### src/rtl/instruction_fetch_unit.sv
// PC + IF/ID register feeding Memory_System; one-edge fetch latency, stall_i holds PC and IF/ID.
// Optional saturating perf counters are built when FETCH_PERF_CNT_EN is defined.
module instruction_fetch_unit #(
  parameter int                    DATA_WIDTH   = 32,
  parameter int                    MEMORY_DEPTH = 64,
  parameter logic [DATA_WIDTH-1:0] RESET_PC     = 32'h00400000
) (
  input  logic                  clk_i,
  input  logic                  reset_i,
  input  logic                  stall_i,
  input  logic                  redirect_i,
  input  logic [DATA_WIDTH-1:0] target_i,
  input  logic [DATA_WIDTH-1:0] instr_i,
  output logic [DATA_WIDTH-1:0] pc_o,
  output logic [DATA_WIDTH-1:0] instr_o,
  output logic [DATA_WIDTH-1:0] pc_plus4_o,
  output logic                  valid_o,
  output logic                  fault_o
`ifdef FETCH_PERF_CNT_EN
  ,
  output logic [DATA_WIDTH-1:0] fetch_count_o,
  output logic [DATA_WIDTH-1:0] stall_count_o
`endif
);

  typedef enum logic [0:0] {FETCH = 1'b0, FAULT = 1'b1} state_t;

  // One extra bit so the window end and pc+4 are compared without wrapping.
  localparam int             AW       = DATA_WIDTH + 1;
  localparam logic [AW-1:0]  ROM_BASE = AW'(RESET_PC);
  localparam logic [AW-1:0]  ROM_END  = ROM_BASE + AW'(4 * MEMORY_DEPTH);

  function automatic logic in_window(input logic [AW-1:0] a);
    return (a >= ROM_BASE) && (a < ROM_END) && (a[1:0] == 2'b00);
  endfunction

  state_t                state_q, state_d;
  logic [DATA_WIDTH-1:0] pc_q, pc_d;
  logic [DATA_WIDTH-1:0] instr_q, instr_d;
  logic [DATA_WIDTH-1:0] pc4_q, pc4_d;
  logic                  valid_q, valid_d;
  logic                  adv;
  logic                  stall_hold;

  always_ff @(posedge clk_i) begin
    if (reset_i) state_q <= FETCH;
    else         state_q <= state_d;
  end

  always_comb begin
    state_d    = state_q;
    pc_d       = pc_q;
    instr_d    = instr_q;
    pc4_d      = pc4_q;
    valid_d    = valid_q;
    adv        = 1'b0;
    stall_hold = 1'b0;
    case (state_q)
      FETCH: begin
        if (redirect_i) begin
          // Either way the wrong-path instruction in IF/ID is squashed.
          valid_d = 1'b0;
          if (in_window({1'b0, target_i})) pc_d    = target_i;
          else                             state_d = FAULT;
        end else if (stall_i) begin
          stall_hold = 1'b1;
        end else begin
          adv     = 1'b1;
          instr_d = instr_i;
          pc4_d   = pc_q + DATA_WIDTH'(4);
          valid_d = 1'b1;
          // Running off the ROM end still delivers the last legal instruction.
          if (in_window({1'b0, pc_q} + AW'(4))) pc_d    = pc_q + DATA_WIDTH'(4);
          else                                  state_d = FAULT;
        end
      end
      FAULT:   valid_d = 1'b0;
      default: state_d = FETCH;
    endcase
  end

  always_ff @(posedge clk_i) begin
    if (reset_i) begin
      pc_q    <= RESET_PC;
      instr_q <= '0;
      pc4_q   <= '0;
      valid_q <= 1'b0;
    end else begin
      pc_q    <= pc_d;
      instr_q <= instr_d;
      pc4_q   <= pc4_d;
      valid_q <= valid_d;
    end
  end

  assign pc_o       = pc_q;
  assign instr_o    = instr_q;
  assign pc_plus4_o = pc4_q;
  assign valid_o    = valid_q;
  assign fault_o    = (state_q == FAULT);

`ifdef FETCH_PERF_CNT_EN
  logic [DATA_WIDTH-1:0] fetch_cnt_q;
  logic [DATA_WIDTH-1:0] stall_cnt_q;

  always_ff @(posedge clk_i) begin
    if (reset_i) begin
      fetch_cnt_q <= '0;
      stall_cnt_q <= '0;
    end else if (state_q == FETCH) begin
      if (adv && (fetch_cnt_q != '1))
        fetch_cnt_q <= fetch_cnt_q + 1'b1;
      if (stall_hold && valid_q && (stall_cnt_q != '1))
        stall_cnt_q <= stall_cnt_q + 1'b1;
    end
  end

  assign fetch_count_o = fetch_cnt_q;
  assign stall_count_o = stall_cnt_q;
`else
  logic unused_perf;
  assign unused_perf = adv ^ stall_hold;
`endif

endmodule

### config.mk
export PLATFORM = sky130hd
export DESIGN_NAME = instruction_fetch_unit
export DESIGN_NICKNAME = d
export VERILOG_FILES = /design/src/rtl/instruction_fetch_unit.sv
export SDC_FILE = /design/constraint.sdc
export NUM_CORES = 1
export LEC_CHECK = 0
export BUFFER_PORTS_ARGS = -buffer_cell sky130_fd_sc_hd__buf_2
export CAP_MARGIN = 25
export CORE_MARGIN = 4
export CORE_UTILIZATION = 30
export CTS_BUF_LIST = sky130_fd_sc_hd__clkbuf_4
export DETAILED_ROUTE_END_ITERATION = 16
export GPL_TIMING_DRIVEN = 1
export HOLD_SLACK_MARGIN = 0.06
export PLACE_DENSITY = 0.56
export SLEW_MARGIN = 20
export SYNTH_ARGS = -nofsm -noshare
export SYNTH_HDL_FRONTEND = slang
export SYNTH_SLANG_ARGS = --single-unit
### constraint.sdc
create_clock -name clk_i -period 3.1 [get_ports clk_i]
set_input_delay 0.62 -clock clk_i [delete_from_list [all_inputs] [get_ports clk_i]]
set_output_delay 0.62 -clock clk_i [all_outputs]
set_load 0.05 [all_outputs]
==> flow_summary.ini <==
[route]
top_layer = met4
drt-initial-drc-count = 221
drc = 0
postRouteAntennaNets = 0
wl_per_cell_um = 16.1
dr.pass1.iters = 4
avgViaCountPerCell = 4.86
vias = 4186
met2_length_mm = 6.42
met1_length_mm = 6.44
finalWirelength_mm = 13.9
met3_wirelength_um = 692

[cells_and_area]
seqCellArea_um2 = 1970
fillers = 1508
syn_to_final_growth_pct = 28.2
fin_nets = 745
multi_input_area_um2 = 2190
drive_gt1_frac = 0.335

[synthesis]
yosysWarnings = 0
synth_top_area_share = 0.454
synth_enable_flop_cells = 0
synth_area_um2 = 4320
async_reset_ff_frac = 0
synth_flop_cell = dfxtp_1
ys_top_cells_by_area = dfxtp_1 (45%), nand2_1 (7.6%), a21oi_1 (4.9%)
syn_inst = 515
synth_compound_area_frac = 0.143
synth_mux_area_frac = 0.0142
synth_top_family_by_area = simple AND/OR/NAND/NOR gates
yosys.area.top_type = dfxtp_1
synth_adder_area_share = 0.00290
yosysSeqAreaShare = 0.454
avgSynthCellArea_um2 = 8.38
ys_ff_latch = 98
synth-xor-area-share = 0.0568
yosys.area_share.simple = 0.285
syn-num-nets = 584
netlist-cell-type-count = 53

[timing]
finalMaxSlewViolations = 0
setup_ws_ns = 0.139
period_needed_ns = 2.96
max_slew_margin = 0.435
finalSetupViolCount = 0
finalCritPeriodShare = 0.955
tightest_slew_ns = 0.848
whs_ns = 0.383
rsz0062_at_grt = false
finalSetupTns_ns = 0
hold_violations = 0
fin_skew_ns = 0.0160
max_freq_mhz = 338

[worst_hold_path]
min_path_type = input port to flip-flop
hold-path-cell-count = 3

[cts]
cts_hold_buffers = 0
cts_tree = done
post_cts_buffers = 0
ctsRootBufferMaster = clkbuf_4
cts.sinks = 98
h-tree-depth = 3
numCtsBuffers = 9
clkLatencyLatePin_ns = 0.46
clk_pin_slew_ns = 0.14
cts_resized = 0
clockBufferDepth = 2

[place]
dp_hpwl_mm = 10.5
numPortBuffers = 165
preCtsSetupSlack_ns = 0.110
place_congestion = 0.957

[floorplan]
die_x_um = 128
core_um2 = 14000
fp-row-count = 43
initial_core_util = 0.309
pin_count = 166
die-area_um2 = 16400
die_h_um = 128

[critical_path]
r2r_cells = 7
cp.depth = 7
slowest_delay_ns = 0.56
worst_ep_arrival_time_ns = 3.33
cp-end-kind = flip-flop
slowest_stage = or4_4
cp_num_buf_inv = 0
critPathTopFamily = simple AND/OR/NAND/NOR gates
path_class = flip-flop to flip-flop
worstPathMaxFanout = 9
path_cells = nand3_1 > or4_4 > or4_1 > a222oi_1 > and4_4 > a21oi_2 > mux2_4
start_kind = flip-flop
crit_required_ns = 3.47

[grt]
grt_pass1_wl_mm = 21.6
antenna_found_initial = 1
grt_overflow = 0
globalRouteTotalUtil = 0.166
grt_max_degree = 81
grt_pass1_vias = 4088

[status]
status = finished, final reports clean

[power_and_ir_drop]
p_leak_nw = 2.36
p_per_area_nw_per_um2 = 421
ir_drop_uv = 171

[run]
drv_cap = 0
==> synthesized netlist by cell type, drive strengths merged (3+ instances only) <==
library cell,count
a211oi,26
a21oi,43
a31o,5
and2,27
and3,4
and4,4
buf,5
clkbuf,35
dfxtp,98
inv,5
mux2,3
nand2,88
nand3,15
nand3b,4
nand4,17
nor2,45
nor3,9
nor3b,3
nor4,12
nor4b,3
o21ai,3
o31ai,4
xnor2,14
xor2,14
==> cells in the final DEF, fill, tap and decap left out, types with 5 or more instances in the layout <==
cell,instances
nor3_1,8
dfxtp_1,92
nor2_1,45
xor2_1,14
inv_1,5
buf_4,25
buf_2,165
a31o_2,5
a21oi_1,42
a211oi_1,26
nand3_1,14
nor4_1,10
nand2_1,88
xnor2_1,14
and2_1,27
clkbuf_4,12
nand4_1,17
==> report_power, final <==
part           switching, mW  leakage [nW]  internal, mW
clock network          0.411        0.0601         0.185
registers             0.0275         0.801          1.30
logic                  0.287          1.50         0.115
==> worst reg2reg max path: stages (launching register included) <==
cell      delay, ns
dfxtp_4        0.44
nand3_1        0.18
or4_4          0.56
or4_1          0.53
a222oi_1       0.40
and4_4         0.32
a21oi_2        0.12
mux2_4         0.32
==> stage by stage <==
step                      cell area [um2]  cells  utilization  power [mW]
after global placement               5390    845        0.386        1.76
after CTS                            5500    861        0.393        2.38
after floorplan                      4320    515            -        1.64
final                                5540    862        0.396        2.33
after detailed placement             5390    845        0.386        1.76
after global routing                 5540    862        0.396        2.45
==> per-layer routing <==
layer  GRT usage  vias up
met3      0.0308       20
met5           0        -
met1       0.226     1933
met2       0.255      114
met4      0.0737        0
li1            -     2119
==> flip-flops by register name, indices dropped and copies added (netlist names) <==
signal	count
fault_o	1
instr_o	32
valid_o	1
pc_o	32
pc_plus4_o	32
==> path summary, 6_finish.rpt <==
kind / from / to / slack (ns)
max: pc_o[10]$_SDFFE_PP0P_ / pc_o[5]$_SDFFE_PP0P_ / 0.14
min: instr_i[0] / instr_o[0]$_SDFFE_PP0P_ / 0.38
max reg2reg: pc_o[10]$_SDFFE_PP0P_ / pc_o[5]$_SDFFE_PP0P_ / 0.14
min reg2reg: instr_o[2]$_SDFFE_PP0P_ / instr_o[2]$_SDFFE_PP0P_ / 0.46
==> cell families after synthesis <==
logic type                 count (synthesis)
and+or+nand+nor                          244
DFF                                       98
AOI/OAI and AO/OA                         94
buffers and inverters                     45
xor gates and xnor gates                  28
muxes                                      5
adders and majority gates                  1
==> layout make-up <==
cell class	instances	share of cell area
Clock inverter	4	0.00339
Sequential cell	98	0.357
Clock buffer	12	0.0163
Tap cell	180	0.0407
Timing Repair Buffer	190	0.183
Multi-Input combinational cell	372	0.396
Inverter	5	0.00339
Antenna cell	1	0.000452
(Power assumes the default switching activity.)
